### config.mk
export PLATFORM = sky130hd
export DESIGN_NAME = lerp_unit
export DESIGN_NICKNAME = d
export VERILOG_FILES = /design/src/rtl/lerp_unit.sv
export SDC_FILE = /design/constraint.sdc
export NUM_CORES = 1
export LEC_CHECK = 0
export CAP_MARGIN = 20
export CORE_MARGIN = 10
export CORE_UTILIZATION = 30
export CTS_BUF_LIST = sky130_fd_sc_hd__clkbuf_8
export DETAILED_ROUTE_END_ITERATION = 16
export PLACE_DENSITY_LB_ADDON = 0.3
export REMOVE_ABC_BUFFERS = 1
export SLEW_MARGIN = 10
export SYNTH_ARGS = -nofsm -noshare
export SYNTH_HDL_FRONTEND = slang
export SYNTH_SLANG_ARGS = --single-unit
### constraint.sdc
create_clock -name clk -period 10.95 [get_ports clk]
set_clock_uncertainty 0.15 [all_clocks]
set_input_delay 3.285 -clock clk [delete_from_list [all_inputs] [get_ports clk]]
set_output_delay 3.285 -clock clk [all_outputs]
set_load 0.02 [all_outputs]
### src/rtl/lerp_unit.sv
// ----------------------------------------------------------------------------
// lerp_unit
// Fixed-point linear interpolator:
//   result = y0 + (x - x0) * (y1 - y0) / (x1 - x0), with FRAC fractional bits.
// x outside [x0, x1] is clamped to the nearer end value. An empty or inverted
// interval (x0 >= x1) is flagged on err. The quotient is produced by a
// bit-serial restoring divider, one bit per cycle.
//
// Ports
//   clk      in   rising-edge clock
//   reset_n  in   asynchronous active-low reset
//   start    in   operation request, sampled only while busy = 0
//   x,x0,x1  in   query point and interval ends (XW bits, unsigned)
//   y0,y1    in   values at x0 and x1 (YW bits, unsigned)
//   busy     out  operation in progress
//   done     out  one-cycle pulse; result and err valid
//   err      out  x0 >= x1 seen; held until the next done
//   result   out  interpolant (YW+FRAC bits), held until the next done
// ----------------------------------------------------------------------------
module lerp_unit #(
    parameter int XW   = 16,
    parameter int YW   = 16,
    parameter int FRAC = 8
) (
    input  logic               clk,
    input  logic               reset_n,
    input  logic               start,
    input  logic [XW-1:0]      x,
    input  logic [XW-1:0]      x0,
    input  logic [XW-1:0]      x1,
    input  logic [YW-1:0]      y0,
    input  logic [YW-1:0]      y1,
    output logic               busy,
    output logic               done,
    output logic               err,
    output logic [YW+FRAC-1:0] result
);

    localparam int NW = XW + YW + FRAC;
    localparam int RW = YW + FRAC;
    localparam int CW = $clog2(NW);

    typedef enum logic [1:0] {
        S_IDLE = 2'd0,
        S_LOAD = 2'd1,
        S_DIV  = 2'd2,
        S_FIN  = 2'd3
    } state_t;

    state_t          state_r;
    state_t          state_nx_s;

    logic [XW-1:0]   x_r;
    logic [XW-1:0]   x0_r;
    logic [XW-1:0]   x1_r;
    logic [YW-1:0]   y0_r;
    logic [YW-1:0]   y1_r;

    logic [NW-1:0]   n_r;
    logic [RW-1:0]   q_r;
    logic [XW:0]     rem_r;
    logic [XW-1:0]   dd_r;
    logic [RW-1:0]   base_r;
    logic            sign_r;
    logic            err_pend_r;
    logic [CW-1:0]   cnt_r;

    logic [XW-1:0]    dx_s;
    logic [XW-1:0]    dd_s;
    logic [YW-1:0]    dy_s;
    logic             sign_s;
    logic [XW+YW-1:0] prod_s;
    logic             bad_s;
    logic             lo_s;
    logic             hi_s;
    logic [XW:0]      rem_sh_s;
    logic             ge_s;
    logic [XW:0]      rem_nx_s;
    logic             last_s;
    logic [RW-1:0]    fin_result_s;

    // LOAD-stage arithmetic on the captured operands
    always_comb begin
        sign_s = (y1_r < y0_r);
        dx_s   = x_r - x0_r;
        dd_s   = x1_r - x0_r;
        if (sign_s) begin
            dy_s = y0_r - y1_r;
        end else begin
            dy_s = y1_r - y0_r;
        end
        prod_s = {{YW{1'b0}}, dx_s} * {{XW{1'b0}}, dy_s};
        bad_s  = (x0_r >= x1_r);
        lo_s   = (x_r <= x0_r);
        hi_s   = (x_r >= x1_r);
    end

    // One restoring-division step; the stored remainder is always < dd, so
    // dropping its top bit on the shift loses nothing
    always_comb begin
        rem_sh_s = (XW+1)'({rem_r, n_r[NW-1]});
        ge_s     = (rem_sh_s >= {1'b0, dd_r});
        if (ge_s) begin
            rem_nx_s = rem_sh_s - {1'b0, dd_r};
        end else begin
            rem_nx_s = rem_sh_s;
        end
        last_s = (cnt_r == CW'(NW - 1));
    end

    // Final value: the quotient never exceeds |dy|*2^FRAC, so it fits RW bits
    // and the sum/difference stays between y0 and y1
    always_comb begin
        if (sign_r) begin
            fin_result_s = base_r - q_r;
        end else begin
            fin_result_s = base_r + q_r;
        end
    end

    // State register
    always_ff @(posedge clk or negedge reset_n) begin
        if (!reset_n) begin
            state_r <= S_IDLE;
        end else begin
            state_r <= state_nx_s;
        end
    end

    // Next-state logic
    always_comb begin
        state_nx_s = state_r;
        case (state_r)
            S_IDLE: begin
                if (start) begin
                    state_nx_s = S_LOAD;
                end else begin
                    state_nx_s = S_IDLE;
                end
            end
            S_LOAD: begin
                if (bad_s || lo_s || hi_s) begin
                    state_nx_s = S_FIN;
                end else begin
                    state_nx_s = S_DIV;
                end
            end
            S_DIV: begin
                if (last_s) begin
                    state_nx_s = S_FIN;
                end else begin
                    state_nx_s = S_DIV;
                end
            end
            S_FIN:   state_nx_s = S_IDLE;
            default: state_nx_s = S_IDLE;
        endcase
    end

    // Datapath and registered outputs
    always_ff @(posedge clk or negedge reset_n) begin
        if (!reset_n) begin
            x_r        <= {XW{1'b0}};
            x0_r       <= {XW{1'b0}};
            x1_r       <= {XW{1'b0}};
            y0_r       <= {YW{1'b0}};
            y1_r       <= {YW{1'b0}};
            n_r        <= {NW{1'b0}};
            q_r        <= {RW{1'b0}};
            rem_r      <= {(XW+1){1'b0}};
            dd_r       <= {XW{1'b0}};
            base_r     <= {RW{1'b0}};
            sign_r     <= 1'b0;
            err_pend_r <= 1'b0;
            cnt_r      <= {CW{1'b0}};
            busy       <= 1'b0;
            done       <= 1'b0;
            err        <= 1'b0;
            result     <= {RW{1'b0}};
        end else begin
            done <= 1'b0;
            case (state_r)
                S_IDLE: begin
                    if (start) begin
                        x_r  <= x;
                        x0_r <= x0;
                        x1_r <= x1;
                        y0_r <= y0;
                        y1_r <= y1;
                        busy <= 1'b1;
                    end else begin
                        busy <= 1'b0;
                    end
                end
                S_LOAD: begin
                    n_r    <= {prod_s, {FRAC{1'b0}}};
                    dd_r   <= dd_s;
                    q_r    <= {RW{1'b0}};
                    rem_r  <= {(XW+1){1'b0}};
                    cnt_r  <= {CW{1'b0}};
                    // Shortcuts finish with a zero quotient, so base is the answer
                    if (bad_s) begin
                        err_pend_r <= 1'b1;
                        sign_r     <= 1'b0;
                        base_r     <= {y0_r, {FRAC{1'b0}}};
                    end else if (lo_s) begin
                        err_pend_r <= 1'b0;
                        sign_r     <= 1'b0;
                        base_r     <= {y0_r, {FRAC{1'b0}}};
                    end else if (hi_s) begin
                        err_pend_r <= 1'b0;
                        sign_r     <= 1'b0;
                        base_r     <= {y1_r, {FRAC{1'b0}}};
                    end else begin
                        err_pend_r <= 1'b0;
                        sign_r     <= sign_s;
                        base_r     <= {y0_r, {FRAC{1'b0}}};
                    end
                end
                S_DIV: begin
                    rem_r <= rem_nx_s;
                    q_r   <= {q_r[RW-2:0], ge_s};
                    n_r   <= {n_r[NW-2:0], 1'b0};
                    if (last_s) begin
                        cnt_r <= {CW{1'b0}};
                    end else begin
                        cnt_r <= cnt_r + {{(CW-1){1'b0}}, 1'b1};
                    end
                end
                S_FIN: begin
                    result <= fin_result_s;
                    err    <= err_pend_r;
                    done   <= 1'b1;
                    busy   <= 1'b0;
                end
                default: begin
                    busy <= 1'b0;
                end
            endcase
        end
    end

endmodule

# [Yosys cells after proc, flatten, opt, wreduce, memory -nomap -nowiden]
# Cells that the tools add are included.
[word_totals] out_inout_bits=27 register_bits=237 inputBits=83
[classes] eq_ne=4 magnitude_cmp=5 addsub=8 n_mul=1 n_mux=22 reduce_logical=6
[op_table] cell="$mux W24" count=4
[op_table] cell="$pmux W40 S2" count=1
[op_table] cell="$sub A16 B16 Y16" count=5
[op_table] cell="$pmux W24 S2" count=1
[op_table] cell="$ge A16 B16 Y1" count=2
[op_table] cell="$mul A16 B16 Y32" count=1
[op_table] cell="$mux W16" count=2
[op_table] cell="$pmux W16 S2" count=1
[op_table] cell="$add A24 B24 Y24" count=1
[op_table] cell="$sub A24 B24 Y24" count=1
[op_table] cell="$ge A17 B16 Y1" count=1
[op_table] cell="$le A16 B16 Y1" count=1
[op_table] cell="$lt A16 B16 Y1" count=1
[op_table] cell="$pmux W6 S2" count=1
[op_table] cell="$mux W1" count=9
[op_table] cell="$pmux W2 S4" count=1
[op_table] cell="$add A6 B1 Y6 const B" count=1
[op_table] cell="$eq A6 B6 Y1 const B" count=1
[op_table] cell="$mux W6" count=1
[op_table] cell="$eq A2 B2 Y1 const B" count=2
[op_table] cell="$reduce_bool A2 Y1" count=2
[op_table] cell="$eq A2 B1 Y1 const B" count=1
[op_table] cell="$logic_not A2 Y1" count=1
[op_table] cell="$logic_or A1 B1 Y1" count=2
[op_table] cell="2 further kinds" count=2

# [Depth between registers and ports, before layout]
# Gate-level depths: netlist of the first run.
[depth] depth_word=5 depth_mapped=33 ltp_nobuf=32

# [Least setup slack after synthesis of the first run]
# Ideal clock, no wire load.
[synth_timing] path_type="reg2reg" startpoint="reg y0_r[0]" endpoint="reg n_r[36]" required_ns=10.731 path_stages_with_launch=33 arrival_time_ns=8.176 slack_ns=2.555 path_cell_list="dfrtp_1 > ha_1 > fa_1 > or2b_1 > a21oi_1 > o21ai_2 > nand2_1 > buf_4 > buf_4 > nor2_1 > a21oi_1 > xnor2_1 > buf_2 > nand2_1 > fa_1 > fa_1 > fa_1 > inv_1 > fa_1 > fa_1 > inv_1 > fa_1 > inv_1 > ha_1 > clkbuf_1 > nand3_1 > or2_1 > or4b_1 > and2_1 > a211oi_1 > nor2_1 > or4_1 > nand3_1"
[synth_between] elab_chain_len=4 word_cells_on_any_way=6
[synth_rtl] element="start, declared" line="56" text="logic [YW-1:0] y0_r;"
[synth_rtl] element="start signal, assigned" line="166" text="y0_r <= {YW{1'b0}};"
[synth_rtl] element="start signal, assigned" line="188" text="y0_r <= y0;"
[synth_rtl] element="$sub A16 B16 Y16, or another cell as far along" line="90" text="dy_s = y1_r - y0_r;"
[synth_rtl] element="$mux W16 (*)" line="87" text="if (sign_s) begin"
[synth_rtl] element="$mul A16 B16 Y32 (*)" line="92" text="prod_s = {{YW{1'b0}}, dx_s} * {{XW{1'b0}}, dy_s};"
[synth_rtl] element="$pmux W40 S2 (*)" line="182" text="case (state_r)"
[synth_rtl] element="end signal, assigned" line="168" text="n_r <= {NW{1'b0}};"
[synth_rtl] element="end signal, assigned" line="196" text="n_r <= {prod_s, {FRAC{1'b0}}};"
[synth_rtl] element="end signal, assigned" line="223" text="n_r <= {n_r[NW-2:0], 1'b0};"
[synth_rtl] element="end, declared" line="59" text="logic [NW-1:0] n_r;"
# Every way passes the cells marked *; elsewhere a longest branch is shown, timed or not. The select of a mux whose other input is x is not followed.
# A chain may end at the register's enable or synchronous reset.

# [Final worst setup path of the first run]
[layout_timing] startpoint="reg y1_r[0]" endpoint="reg n_r[33]"
[layout_between] elab_chain_len=4 word_cells_on_any_way=6
[layout_rtl] element="start, declared" line="57" text="logic [YW-1:0] y1_r;"
[layout_rtl] element="start signal, assigned" line="167" text="y1_r <= {YW{1'b0}};"
[layout_rtl] element="start signal, assigned" line="189" text="y1_r <= y1;"
[layout_rtl] element="$sub A16 B16 Y16, or another cell as far along" line="90"
[layout_rtl] element="$mux W16 (*)" line="87"
[layout_rtl] element="$mul A16 B16 Y32 (*)" line="92"
[layout_rtl] element="$pmux W40 S2 (*)" line="182"
# Marked as above.

==> impl_metrics.tcl, run 1 <==
set metrics [dict create \
    status "finished, final reports clean" \
    drt_first_pass_iters 6 \
    end_kind "register" \
    grtUsageMet2_pct 22.7 \
    clk_latency_ps 600 \
    postLayoutSetupSlackWorst_ps 1250 \
    grt_max_degree 132 \
    grt.busiest_layer "met2" \
    wire_per_inst_um 17.6 \
    r2r_start "y1_r[0]" \
    netlist.area_leader.share_pct 23.6 \
    gr-usage-met1_pct 20.9 \
    syn_to_final_growth_pct 13.1 \
    crit_required_ps 11290 \
    drv_cap 0 \
    postCtsSetupBuffers 0 \
    synth_commonest_cells "378 x inv_1, 221 x dfrtp_1, 221 x ha_1, 216 x nand2_1, 199 x fa_1" \
    drtIter0Drc 1218 \
    ff2ff_setup_slack_ps 1250 \
    finalCritPeriodShare_pct 88.5 \
    fillers 8112 \
    setup_violations 0 \
    synthArstFlopShare_pct 100 \
    worst_ep_arrival_time_ps 10040 \
    row_count 102 \
    synth_most_common_cell "inv_1" \
    worstHoldStart "n_r[30]" \
    antenna_left 0 \
    ys_seq_area_share_pct 23.6 \
    netlist_area_um2 23400 \
    path_buf_inv 4 \
    ios 110 \
    crit_type "register to register" \
    antenna_found_initial 1 \
    ys_warn_count 0 \
    reg2regPathDepth 28 \
    cts_max_level 2 \
    synth-edff-count 0 \
    cpPeakStageDelay_ps 660 \
    synth_area_leader_cell "dfrtp_1" \
    grt_usage_pct 14.7 \
    final.min_clock_period_ps 9700 \
    root_buffer "clkbuf_8" \
    drv_slew 0 \
    final.setup.tns_ps 0 \
    final_cell_count_no_fill 3760 \
    critPathLaunchType "register" \
    coreArea_um2 77300 \
    maxSlewHeadroom_pct 26.8 \
    cts_resized 0 \
    start_util_pct 30.3 \
    dp_hpwl_um 51400 \
    ctsHoldBuffers 0 \
    fp.dieH_um 299 \
    rsz0062_at_grt "false" \
    hold_path_class "register to register" \
    netlist-cell-type-count 84 \
    holdPathEnd "n_r[30]" \
    min_delay_path_depth 2 \
    final_nets 3198 \
    via_per_inst 4.95 \
    crit_path_max_fanout 23 \
    overflow 0 \
    vias 18600 \
    clk_pin_slew_ps 60 \
    path_delay_family "adder cells" \
    io_buffers 109 \
    drive_gt1_share_pct 7.94 \
    grt_pass1_vias 18700 \
    cp-startpoint "y1_r[0]" \
    dieArea_um2 89600 \
    tightest_slew_ps 1100 \
    synth_ff_type "dfrtp_1" \
    ys_ff_latch 221 \
    wl_um 66200 \
    drcViolationCount 0 \
    hold_violations 0 \
    cpMaxStageDelayCell "nand2_1" \
    postSynthCellCount 2610 \
    cts_buffers 40 \
    pre_cts_ws_ps 1330 \
    syn-mean-instance-area_um2 8.97 \
    fmax_mhz 103 \
    dp.cells 3692 \
    die_w_um 299 \
    num_antenna_cells 0 \
    use_met3_pct 2.62 \
    cts_num_sinks 221 \
    cts_tree "built" \
    r2r-end "n_r[33]" \
    clk_path_buf_depth 3 \
    timing.critical_path.mode_cell "fa_1" \
    grt_pass1_wl_um 106000 \
    place.gp.congestion 0.904 \
    netlist_top_cells_area "dfrtp_1 24%, fa_1 17%, ha_1 12%" \
]
-- state kept, by name, indices dropped and copies added, names as in the netlist, 16 cells and up --
signal,cells
rem_r,16
dd_r,16
base_r,16
y1_r,16
x1_r,16
x0_r,16
result,24
q_r,24
n_r,32
x_r,16
y0_r,16
-- worst max-delay path by stage --
stage,endpoint,slack (ps),cells after the start
after floorplan,n_r[33],2260,28
after global placement,n_r[33],1440,28
after detailed placement,n_r[33],1330,28
after CTS,n_r[33],1290,27
after global routing,n_r[33],670,28
final,n_r[33],1250,28
-- layout make-up --
cell class | instances | area (um2) | share of cell area [%]
multi-input combinational | 1906 | 16100 | 60.7
clock inverter | 21 | 120 | 0.454
clock buffer | 46 | 633 | 2.39
timing repair buffer | 147 | 1390 | 5.27
inverter | 379 | 1420 | 5.38
tap | 1040 | 1300 | 4.92
sequential | 221 | 5530 | 20.9
-- cells in the final DEF (no fill, tap or decap), drive strengths merged, types with 23 or more instances in the layout --
| cell type | Yosys | routed |
|---|---|---|
| dfrtp | 221 | 221 |
| o21a | 23 | 23 |
| fa | 199 | 199 |
| xnor2 | 86 | 86 |
| a21o | 48 | 48 |
| clkdlybuf4s50 | 0 | 108 |
| inv | 378 | 392 |
| and3 | 31 | 31 |
| ha | 221 | 221 |
| o21ai | 119 | 119 |
| mux2 | 96 | 96 |
| nor2b | 23 | 23 |
| mux2i | 41 | 41 |
| xor2 | 34 | 34 |
| nor2 | 191 | 191 |
| and2 | 29 | 29 |
| clkbuf | 71 | 47 |
| a21oi | 163 | 163 |
| nand3 | 67 | 67 |
| nor3 | 40 | 40 |
| buf | 33 | 38 |
| nand2 | 216 | 216 |
-- per-layer routing --
layer / part of all wire, % / wire length [um]
met3: 5.6 / 3710
met2: 44 / 29100
met5: 0 / 0
met1: 48 / 31900
met4: 2.3 / 1490
-- worst min-delay path: cells and delay by family, from the launching register on --
family         cells  cell delay [ps]
flip-flops         1              340
AO/OA/AOI/OAI      2              110
-- cells by family after synthesis --
group / count (synthesis) / share of synthesized area, %
mux: 137 / 6.37
fa+ha+maj: 420 / 28.8
buf+inv: 483 / 7.98
compound gates: 524 / 14.4
flops: 221 / 23.6
xor+xnor: 120 / 4.49
simple gates: 705 / 14.3
-- metrics by stage --
step | hold WS (ps) | area [um2] | util (%)
2_1_floorplan | 293 | 23000 | -
3_3_place_gp | 317 | 25700 | 33.2
3_5_place_dp | 322 | 25700 | 33.2
4_1_cts | 336 | 26500 | 34.2
5_1_grt | 348 | 26500 | 34.2
6_report | 336 | 26500 | 34.2
Power of run 1 is not shown: default switching activity piles up to over one toggle a cycle in this logic, so the estimate is an artifact.
==> run 2, diff against run 1 <==
--- a/config.mk
+++ b/config.mk
@@ -7,9 +7,10 @@
 export LEC_CHECK = 0
 export CAP_MARGIN = 20
 export CORE_MARGIN = 10
-export CORE_UTILIZATION = 30
+export CORE_UTILIZATION = 40
 export CTS_BUF_LIST = sky130_fd_sc_hd__clkbuf_8
 export DETAILED_ROUTE_END_ITERATION = 16
+export GPL_TIMING_DRIVEN = 0
 export PLACE_DENSITY_LB_ADDON = 0.3
 export REMOVE_ABC_BUFFERS = 1
 export SLEW_MARGIN = 10
==> run 2 against run 1 <==
Global-route usage grew 4.0 points. First-iteration DRC count grew 2.3%. Highest routed layer unchanged. Register-to-register slack lost 640 ps. Cell count shrank 7.2%. Clock-buffer cell count grew 12. Sequential cell count is the same.
==> impl_metrics.tcl, run 2 (synthesis results as in run 1) <==
set metrics [dict create \
    rsz0062_at_grt "false" \
    crit_type "register to register" \
    vias 18900 \
    final_nets 3189 \
    syn_to_final_growth_pct 13.6 \
    drv_cap 0 \
    cts_num_sinks 221 \
    utilization_pct 46.0 \
    via_per_inst 5.42 \
    antenna_found_initial 0 \
    drv_slew 0 \
    antenna_left 0 \
    setup_violations 0 \
    crit_required_ps 11340 \
    hold_path_class "register to register" \
    dp_hpwl_um 49900 \
    path_buf_inv 6 \
    fmax_mhz 96.7 \
    clk_pin_slew_ps 60 \
    drtIter0Drc 1246 \
    final_area_um2 26600 \
    fp.dieH_um 262 \
    cts_buffers 45 \
    dp.cells 3402 \
    pre_cts_ws_ps 756 \
    num_antenna_cells 0 \
    top_regs "n_r x32, q_r x24, result x24" \
    final_cell_count_no_fill 3488 \
    row_count 88 \
    dieArea_um2 68600 \
    wire_per_inst_um 18.3 \
    end_kind "register" \
    maxSlewHeadroom_pct 23.2 \
    top_register "n_r" \
    place_area_um2 25500 \
    drive_gt1_share_pct 8.92 \
    r2r_start "y0_r[12]" \
    root_buffer "clkbuf_8" \
    cts_resized 0 \
    wl_um 64000 \
    grt_usage_pct 18.6 \
    hold_violations 0 \
    cts_tree "built" \
    start_util_pct 40.5 \
    final.min_clock_period_ps 10340 \
    cpPeakStageDelay_ps 900 \
    crit_path_max_fanout 23 \
    grt_max_degree 105 \
    grt_pass1_wl_um 104000 \
    path_delay_family "adder cells" \
    postLayoutSetupSlackWorst_ps 614 \
    clk_path_buf_depth 3 \
    io_buffers 109 \
    clk_latency_ps 620 \
    ios 110 \
    finalCritPeriodShare_pct 94.4 \
    worst_ep_arrival_time_ps 10730 \
    coreArea_um2 57800 \
    postCtsSetupBuffers 0 \
    die_w_um 262 \
    layout_commonest_cell "inv_1" \
    worstHoldStart "n_r[8]" \
    drt_first_pass_iters 5 \
    critPathLaunchType "register" \
    overflow 0 \
    ctsHoldBuffers 0 \
    largest_reg_flops 32 \
    status "finished, final reports clean" \
    cpMaxStageDelayCell "xor2_1" \
    place.gp.congestion 0.912 \
    cp-startpoint "y0_r[12]" \
    tightest_slew_ps 1150 \
    drcViolationCount 0 \
    cts_max_level 2 \
    final_cell_mix "381 x inv_1, 221 x dfrtp_1, 217 x ha_1, 215 x nand2_1, 199 x fa_1" \
    grt_pass1_vias 19500 \
]
==> run 2: changes by cell type in the layout (fill, tap and decap cells not counted), moves of 8 or more <==
cell / before / now
buf_4: 36 / 6
buf_6: 0 / 8
clkbuf_8: 46 / 58
inv_1: 391 / 381
xnor2_1: 85 / 75
xnor2_2: 1 / 11
==> run 2: path summary, 6_finish.rpt <==
path                       cells after the start  slack, ps  endpoint
max                                           29        610   n_r[33]
min                                            2        330    n_r[8]
max reg2reg                                   29        610   n_r[33]
min reg2reg                                    2        330    n_r[8]
max in group asynchronous                      3       6910   x1_r[1]
min in group asynchronous                      1       2340   n_r[26]
==> run 2: cell type report <==
| type | count | area (um2) |
|---|---|---|
| repair buffers | 133 | 1460 |
| multi-input cells | 1906 | 16200 |
| inverters | 379 | 1420 |
| clock inverters | 26 | 255 |
| well taps | 765 | 957 |
| clock buffers | 58 | 798 |
| fillers | 5614 | 31200 |
| flip-flops and latches | 221 | 5530 |
==> run 2: worst register-to-register path: cells and delay by family, from the launching register on <==
| kind | cells | cell delay [ps] |
|---|---|---|
| xor+xnor | 1 | 900 |
| fa+ha+maj | 8 | 4010 |
| mux | 1 | 300 |
| buf+inv | 6 | 410 |
| compound gates | 8 | 2380 |
| flops | 1 | 430 |
| simple gates | 5 | 1670 |
==> run 2: through the flow <==
stage / hold slack (ps) / setup TNS (ps)
after floorplan: 293 / 0
after global placement: 307 / -719750
after detailed placement: 314 / 0
after CTS: 328 / 0
after global routing: 357 / 0
final: 331 / 0
==> run 2: layer usage <==
layer  GRT usage [%]  share of wire (%)  wire length [um]  up-vias
li1                -                  -                 -     8940
met1            25.5                 46             29100     9369
met2            30.1                 47             29800      521
met3            3.18                5.8              3700       86
met4            4.71                2.0              1310        0
met5               0                  0                 0        -
Power of run 2 is left out for the same reason.
